`src/rtl/mips_ctrl_pkg.sv`:
```
// Shared definitions for the multi-cycle MIPS controller: state encoding,
// opcode and funct constants, datapath mux encodings and the control bundle.
package mips_ctrl_pkg;

    // FETCH must stay at 0 so a cleared state register means "fetch".
    typedef enum logic [3:0] {
        S_FETCH     = 4'd0,
        S_DECODE    = 4'd1,
        S_MEM_ADDR  = 4'd2,
        S_MEM_READ  = 4'd3,
        S_MEM_WB    = 4'd4,
        S_MEM_WRITE = 4'd5,
        S_R_EXEC    = 4'd6,
        S_R_WB      = 4'd7,
        S_I_EXEC    = 4'd8,
        S_I_WB      = 4'd9,
        S_BRANCH    = 4'd10,
        S_JUMP      = 4'd11,
        S_TRAP      = 4'd12
    } state_t;

    // Opcodes (IR[31:26])
    localparam logic [5:0] OP_RTYPE = 6'h00;
    localparam logic [5:0] OP_J     = 6'h02;
    localparam logic [5:0] OP_BEQ   = 6'h04;
    localparam logic [5:0] OP_ADDI  = 6'h08;
    localparam logic [5:0] OP_LW    = 6'h23;
    localparam logic [5:0] OP_SW    = 6'h2b;

    // ALU_Ctrl codes; for R-type these equal the funct field.
    localparam logic [5:0] ALU_NOP = 6'h00;
    localparam logic [5:0] ALU_ADD = 6'h20;
    localparam logic [5:0] ALU_SUB = 6'h22;
    localparam logic [5:0] ALU_AND = 6'h24;
    localparam logic [5:0] ALU_OR  = 6'h25;
    localparam logic [5:0] ALU_XOR = 6'h26;
    localparam logic [5:0] ALU_NOR = 6'h27;
    localparam logic [5:0] ALU_SLT = 6'h2a;

    // ALUSrcB mux
    localparam logic [1:0] SRCB_B      = 2'd0;
    localparam logic [1:0] SRCB_FOUR   = 2'd1;
    localparam logic [1:0] SRCB_IMM    = 2'd2;
    localparam logic [1:0] SRCB_IMM_SH = 2'd3;

    // PCSource mux
    localparam logic [1:0] PCSRC_ALU    = 2'd0;
    localparam logic [1:0] PCSRC_ALUOUT = 2'd1;
    localparam logic [1:0] PCSRC_JUMP   = 2'd2;

    // All datapath controls issued in one cycle.
    typedef struct packed {
        logic       pc_write;
        logic       iord;
        logic       mem_read;
        logic       mem_write;
        logic       ir_write;
        logic       reg_dst;
        logic       mem_to_reg;
        logic       reg_write;
        logic       alu_src_a;
        logic [1:0] alu_src_b;
        logic [1:0] pc_source;
        logic [5:0] alu_ctrl;
        logic       halted;
    } ctrl_t;

    // States in which a memory request is outstanding.
    function automatic logic is_mem_state(input state_t s);
        return (s == S_FETCH) || (s == S_MEM_READ) || (s == S_MEM_WRITE);
    endfunction

endpackage

```
`src/rtl/alu_ctrl_decode.sv`:
```
// Combinational R-type funct decode: ALU operation plus legality flag.
// Shared with the single-cycle control_unit so both agree on the codes.
module alu_ctrl_decode
    import mips_ctrl_pkg::*;
(
    input  logic [5:0] funct,
    output logic [5:0] alu_ctrl,
    output logic       legal
);

    // Legal functs pass straight through as the ALU code; others flag illegal.
    always_comb begin
        alu_ctrl = ALU_NOP;
        legal    = 1'b0;
        case (funct)
            ALU_ADD, ALU_SUB, ALU_AND, ALU_OR, ALU_XOR, ALU_NOR, ALU_SLT: begin
                alu_ctrl = funct;
                legal    = 1'b1;
            end
            default: begin
                alu_ctrl = ALU_NOP;
                legal    = 1'b0;
            end
        endcase
    end

endmodule

```
`src/rtl/multicycle_ctrl_fsm.sv`:
```
// Multi-cycle MIPS controller. Walks the shared datapath through
// fetch/decode/execute/mem/writeback, waits on a variable-latency memory,
// counts retired instructions and halts in TRAP on illegal encodings or
// memory timeouts.
//
// Memory handshake: in FETCH, MEM_READ and MEM_WRITE the request
// (MemRead/MemWrite) is held every cycle until the memory raises mem_ready;
// the access completes in the cycle mem_ready is high and the FSM advances
// on that clock edge. mem_ready in any other state is ignored.
module multicycle_ctrl_fsm
    import mips_ctrl_pkg::*;
#(
    parameter int CNT_W        = 32,
    parameter int MEM_WAIT_MAX = 0
) (
    input  logic             clock,
    input  logic             reset,
    input  logic [5:0]       opcode,
    input  logic [5:0]       funct,
    input  logic             zero,
    input  logic             mem_ready,
    output logic             PCWrite,
    output logic             IorD,
    output logic             MemRead,
    output logic             MemWrite,
    output logic             IRWrite,
    output logic             RegDst,
    output logic             MemToReg,
    output logic             RegWrite,
    output logic             ALUSrcA,
    output logic [1:0]       ALUSrcB,
    output logic [1:0]       PCSource,
    output logic [5:0]       ALU_Ctrl,
    output logic             Halted,
    output logic [CNT_W-1:0] InstrCount,
    output logic [3:0]       state_dbg
);

    // Wait counter only needs to reach MEM_WAIT_MAX.
    localparam int WAIT_W = (MEM_WAIT_MAX > 1) ? $clog2(MEM_WAIT_MAX + 1) : 1;
    localparam logic [WAIT_W-1:0] WAIT_LAST = WAIT_W'(MEM_WAIT_MAX - 1);

    state_t             state;
    logic [5:0]         r_alu_op;
    logic [WAIT_W-1:0]  wait_cnt;
    logic [CNT_W-1:0]   instr_count;

    logic [5:0]         dec_alu_ctrl;
    logic               dec_legal;
    logic               mem_wait;
    logic               timeout;
    logic               retire;
    ctrl_t              ctl;

    alu_ctrl_decode u_alu_ctrl_decode (
        .funct    (funct),
        .alu_ctrl (dec_alu_ctrl),
        .legal    (dec_legal)
    );

    // Wait/timeout detection and the per-instruction retire strobe.
    always_comb begin
        mem_wait = is_mem_state(state) && !mem_ready;
        timeout  = (MEM_WAIT_MAX != 0) && mem_wait && (wait_cnt == WAIT_LAST);
        retire   = 1'b0;
        case (state)
            S_MEM_WB, S_R_WB, S_I_WB, S_BRANCH, S_JUMP: retire = 1'b1;
            S_MEM_WRITE:                                retire = mem_ready;
            default:                                    retire = 1'b0;
        endcase
    end

    // State register, latched ALU op, wait counter and retired-instruction count.
    always_ff @(posedge clock) begin
        if (reset) begin
            state       <= S_FETCH;
            r_alu_op    <= ALU_NOP;
            wait_cnt    <= '0;
            instr_count <= '0;
        end else begin
            if ((MEM_WAIT_MAX != 0) && mem_wait)
                wait_cnt <= wait_cnt + WAIT_W'(1);
            else
                wait_cnt <= '0;

            if (retire)
                instr_count <= instr_count + CNT_W'(1);

            case (state)
                S_FETCH: begin
                    if (mem_ready)    state <= S_DECODE;
                    else if (timeout) state <= S_TRAP;
                end
                S_DECODE: begin
                    r_alu_op <= dec_alu_ctrl;
                    case (opcode)
                        OP_LW, OP_SW: state <= S_MEM_ADDR;
                        OP_RTYPE:     state <= dec_legal ? S_R_EXEC : S_TRAP;
                        OP_ADDI:      state <= S_I_EXEC;
                        OP_BEQ:       state <= S_BRANCH;
                        OP_J:         state <= S_JUMP;
                        default:      state <= S_TRAP;
                    endcase
                end
                S_MEM_ADDR:
                    state <= (opcode == OP_LW) ? S_MEM_READ : S_MEM_WRITE;
                S_MEM_READ: begin
                    if (mem_ready)    state <= S_MEM_WB;
                    else if (timeout) state <= S_TRAP;
                end
                S_MEM_WRITE: begin
                    if (mem_ready)    state <= S_FETCH;
                    else if (timeout) state <= S_TRAP;
                end
                S_R_EXEC: state <= S_R_WB;
                S_I_EXEC: state <= S_I_WB;
                S_MEM_WB, S_R_WB, S_I_WB, S_BRANCH, S_JUMP:
                    state <= S_FETCH;
                S_TRAP:   state <= S_TRAP;
                default:  state <= S_TRAP;
            endcase
        end
    end

    // Control outputs decoded from the state register; all forced low in reset.
    always_comb begin
        ctl = '0;
        case (state)
            S_FETCH: begin
                ctl.mem_read  = 1'b1;
                ctl.iord      = 1'b0;
                ctl.alu_src_a = 1'b0;
                ctl.alu_src_b = SRCB_FOUR;
                ctl.alu_ctrl  = ALU_ADD;
                ctl.pc_source = PCSRC_ALU;
                ctl.ir_write  = mem_ready;
                ctl.pc_write  = mem_ready;
            end
            S_DECODE: begin
                ctl.alu_src_a = 1'b0;
                ctl.alu_src_b = SRCB_IMM_SH;
                ctl.alu_ctrl  = ALU_ADD;
            end
            S_MEM_ADDR, S_I_EXEC: begin
                ctl.alu_src_a = 1'b1;
                ctl.alu_src_b = SRCB_IMM;
                ctl.alu_ctrl  = ALU_ADD;
            end
            S_MEM_READ: begin
                ctl.mem_read = 1'b1;
                ctl.iord     = 1'b1;
            end
            S_MEM_WB: begin
                ctl.reg_write  = 1'b1;
                ctl.reg_dst    = 1'b0;
                ctl.mem_to_reg = 1'b1;
            end
            S_MEM_WRITE: begin
                ctl.mem_write = 1'b1;
                ctl.iord      = 1'b1;
            end
            S_R_EXEC: begin
                ctl.alu_src_a = 1'b1;
                ctl.alu_src_b = SRCB_B;
                ctl.alu_ctrl  = r_alu_op;
            end
            S_R_WB: begin
                ctl.reg_write  = 1'b1;
                ctl.reg_dst    = 1'b1;
                ctl.mem_to_reg = 1'b0;
            end
            S_I_WB: begin
                ctl.reg_write  = 1'b1;
                ctl.reg_dst    = 1'b0;
                ctl.mem_to_reg = 1'b0;
            end
            S_BRANCH: begin
                ctl.alu_src_a = 1'b1;
                ctl.alu_src_b = SRCB_B;
                ctl.alu_ctrl  = ALU_SUB;
                ctl.pc_source = PCSRC_ALUOUT;
                ctl.pc_write  = zero;
            end
            S_JUMP: begin
                ctl.pc_source = PCSRC_JUMP;
                ctl.pc_write  = 1'b1;
            end
            S_TRAP: begin
                ctl.halted = 1'b1;
            end
            default: ctl = '0;
        endcase
        if (reset)
            ctl = '0;
    end

    assign PCWrite    = ctl.pc_write;
    assign IorD       = ctl.iord;
    assign MemRead    = ctl.mem_read;
    assign MemWrite   = ctl.mem_write;
    assign IRWrite    = ctl.ir_write;
    assign RegDst     = ctl.reg_dst;
    assign MemToReg   = ctl.mem_to_reg;
    assign RegWrite   = ctl.reg_write;
    assign ALUSrcA    = ctl.alu_src_a;
    assign ALUSrcB    = ctl.alu_src_b;
    assign PCSource   = ctl.pc_source;
    assign ALU_Ctrl   = ctl.alu_ctrl;
    assign Halted     = ctl.halted;
    assign InstrCount = instr_count;
    assign state_dbg  = state;

endmodule
```
`config.mk`:
```
export PLATFORM = sky130hd
export DESIGN_NAME = multicycle_ctrl_fsm
export DESIGN_NICKNAME = d
export VERILOG_FILES = /design/src/rtl/mips_ctrl_pkg.sv /design/src/rtl/alu_ctrl_decode.sv /design/src/rtl/multicycle_ctrl_fsm.sv
export SDC_FILE = /design/constraint.sdc
export NUM_CORES = 1
export LEC_CHECK = 0
export ABC_AREA = 1
export CORE_ASPECT_RATIO = 1.4
export CORE_MARGIN = 4
export CORE_UTILIZATION = 46
export CTS_BUF_LIST = sky130_fd_sc_hd__clkbuf_4 sky130_fd_sc_hd__clkbuf_8
export DETAILED_ROUTE_END_ITERATION = 8
export GPL_TIMING_DRIVEN = 0
export PLACE_DENSITY = 0.87
export SLEW_MARGIN = 20
export SYNTH_ARGS = -nofsm -noshare
export SYNTH_HDL_FRONTEND = slang
export SYNTH_SLANG_ARGS = --single-unit
```
`constraint.sdc`:
```
create_clock -name clock -period 1.83 [get_ports clock]
set_clock_uncertainty 0.15 [all_clocks]
set_input_delay 0.4575 -clock clock [delete_from_list [all_inputs] [get_ports clock]]
set_output_delay 0.4575 -clock clock [all_outputs]
set_load 0.005 [all_outputs]
```
==> run_results.csv <==
group,metric,value,unit
status,violations,"setup timing",
sta,hold_viol,0,
cts,clock-sinks,42,
placed_design,dpl.hpwl,6847,µm
floorplan,fp-row-count,33,
sta,fin_ws,-0.2241,ns
yosys,syn-mean-instance-area,5.750,µm²
sta,holdWs,0.2553,ns
floorplan,start_util,47.43,%
sta,max_freq,486.8,MHz
routing,via_per_inst,5.539,
global_route,grt-ovfl-total,0,
placed_design,gp_congestion,0.9525,
sta,relSlewSlack,52.91,%
sta,fin_setup_tns,-3.823,ns
power,p_total,0.004039,W
finish,layout-drive-gt1-share,30.67,%
sta,period_needed,2.054,ns
setup_path,crit_chain,"buf_4 > nor2_4 > nand2_1 > nand3_2 > nand2_1 > inv_1 > buf_2",
cts,clock_latency,0.30,ns
yosys,synth_area,2800,µm²
setup_path,cp_num_buf_inv,3,
setup_path,crit_type,"register to primary output",
global_route,grt_pass1_vias,3399,
power,ir_worst_vdd,0.001029,V
yosys,synth.largest_area_cell,"dfxtp_1",
setup_path,end_kind,"primary output",
yosys,synth_top_area_share,30.03,%
sta,rsz0062_at_grt,"yes",
setup_path,slowest_stage,"dfxtp_4",
yosys,async_flop_share,0,%
yosys,ys_top_cells_by_area,"dfxtp_1 30%, nand2_1 24%, nor2_1 13%",
yosys,synth_fp_nets,504,
power,powerDensity,911.7,nW/µm²
sta,tightest_slew,0.7063,ns
setup_path,worstPathRequired,1.22,ns
cts,numCtsBuffers,5,
sta,setup_viol,42,
yosys,yosys_warnings,0,
yosys,ys.flop_type,"dfxtp_1",
cts,ctsHtreeMaxLevel,2,
finish,antenna_cells,0,
placed_design,place_worst_setup_slack,-0.8704,ns
routing,initialDrtViolationCount,272,
cts,postCtsHoldBufs,0,
routing,totalWireLength,11160,µm
setup_path,critPathMaxStageDelay,0.39,ns
global_route,grt_start_max_net_pins,14,
power,power_leakage,1.893,nW
cts,clockBufferDepth,2,
setup_path,cp_top_family,"simple AND/OR/NAND/NOR gates",
placed_design,placed_cell_area,3590,µm²
floorplan,die_y,100.3,µm
setup_path,cp_max_fo,6,
job,cap_violations,0,
cts,cts_root_buffer,"clkbuf_8",
routing,num_vias,3783,
global_route,grt_pass1_wl,15770,µm
placed_design,port-buffer-count,70,
setup_path,worstSetupStartpointType,"register",
setup_path,crit_path_frequent_cell,"nand2_1",
routing,wl_per_cell,16.34,µm
setup_path,arrival,1.45,ns
cts,clk_pin_slew,0.09,ns
cts,cts_tree,"yes",
yosys,seq_area_frac_synth,30.03,%
finish,final_area,4431,µm²
finish,finalNetCount,629,
yosys,ys_seq_elements,42,
finish,syn_to_final_growth,58.22,%
yosys,postSynthCellCount,487,
floorplan,dieArea,7417,µm²
routing,drc,0,
global_route,antenna_found_initial,0,
sta,drv_slew,0,
global_route,grt.total_usage,27.13,%
setup_path,r2r_setup_slack,-0.09,ns
routing,firstDrtPassIters,6,
yosys,synth_cell_types,30,
floorplan,io_pins,72,
status,status,"finished with violations",
floorplan,core_region_area,5904,µm²
yosys,synth_edf_count,0,
sta,period_share,112.2,%
worst_hold_path,worstHoldPathType,"primary input to register",
routing,ant_nets,0,
floorplan,die_w,73.94,µm
-- worst paths after layout --
kind,startpoint,endpoint,cells past startpoint
hold reg to reg,r_alu_op[5],r_alu_op[5],2
hold / removal,reset,state_dbg[3],2
setup reg to reg,state_dbg[1],InstrCount[5],12
setup / recovery,state_dbg[1],RegWrite,7
-- routing by layer --
metal | vias to the layer above | track usage (%) | wire length (µm)
li1 | 1772 | - | -
met1 | 1738 | 29.17 | 3921
met2 | 220 | 47.75 | 5906
met3 | 53 | 5.010 | 752
met4 | 0 | 16.32 | 578
met5 | - | 0 | 0
-- synthesized netlist by cell type, types with 2 or more instances --
library cell / number
a21oi_1: 28
a31oi_1: 5
buf_6: 4
clkbuf_1: 6
dfxtp_1: 42
inv_1: 46
inv_2: 3
nand2_1: 176
nand3_1: 30
nand3b_1: 3
nand4_1: 7
nor2_1: 98
nor2_2: 3
nor2_4: 5
nor3_1: 4
o21ai_0: 9
xnor2_1: 2
xor2_1: 4
-- cell families after synthesis --
kind of cell | count (synthesis) | synth area share, %
AO/OA/AOI/OAI | 45 | 8.579
XOR/XNOR | 6 | 1.877
flip-flops | 42 | 30.03
buffers and inverters | 61 | 9.383
adder cells (fa/ha/maj) | 1 | 0.4468
AND/OR/NAND/NOR | 332 | 49.69
-- cell usage in the layout (no fill, tap or decap), types with 2 or more instances in the layout --
| cell type | n |
|---|---|
| clkdlybuf4s50_1 | 39 |
| buf_8 | 4 |
| nand3_1 | 30 |
| inv_1 | 38 |
| nor3_1 | 3 |
| dlygate4sd2_1 | 4 |
| a21oi_1 | 20 |
| dfxtp_1 | 6 |
| o21ai_0 | 7 |
| nor2_2 | 8 |
| nand4_1 | 7 |
| nand2_4 | 4 |
| clkbuf_16 | 3 |
| nand2_2 | 14 |
| o21ai_1 | 2 |
| clkbuf_8 | 8 |
| a31oi_1 | 5 |
| dlymetal6s2s_1 | 7 |
| a21oi_2 | 8 |
| inv_4 | 3 |
| dfxtp_2 | 12 |
| buf_6 | 10 |
| xor2_1 | 4 |
| nand3b_1 | 3 |
| nor2_4 | 18 |
| buf_2 | 20 |
| buf_4 | 35 |
| nand2_1 | 159 |
| nor2_1 | 81 |
| xnor2_1 | 2 |
| clkbuf_1 | 2 |
| dfxtp_4 | 24 |
| inv_2 | 7 |
-- power breakdown --
group          switching, W  internal, W  leakage (nW)
sequential         0.000107     0.000963         0.364
combinational       0.00115      0.00115          1.48
clock              0.000363     0.000304        0.0472
total               0.00162      0.00242          1.89
-- worst reg2reg max path: cells and delay by family, from the launching register on --
family / cells / cell delay, ns
DFF: 1 / 0.39
buffers and inverters: 4 / 0.57
and+or+nand+nor: 8 / 0.70
-- final cells by class --
class                   count  area [µm²]
fillers                   458        1474
plain buffers              10       103.9
clock buffers               6       82.58
well taps                  70       87.58
inverters                  50       207.7
multi-input cells         385        1923
flip-flops and latches     42       945.9
repair buffers            118        1067
clock inverters             2       12.51
-- timing repair --
action | in CTS | in global routing
endpoints found under the hold margin | 0 | 0
cloned | 1 | 4
pin swaps | 21 | 13
setup buffers | 25 | 20
gates resized for setup | 194 | 62
setup endpoints to repair | 54 | 74
-- registers in the layout (all words and copies together), names as in the netlist --
name	count
r_alu_op	6
state_dbg	4
InstrCount	32
-- through the flow --
stage / std cells / utilization (%)
finish: 683 / 75.04
floorplan: 487 / -
detailed placement: 627 / 60.80
CTS: 660 / 68.17
global placement: 627 / 60.80
global route: 683 / 75.04
(Power assumes the default switching activity.)
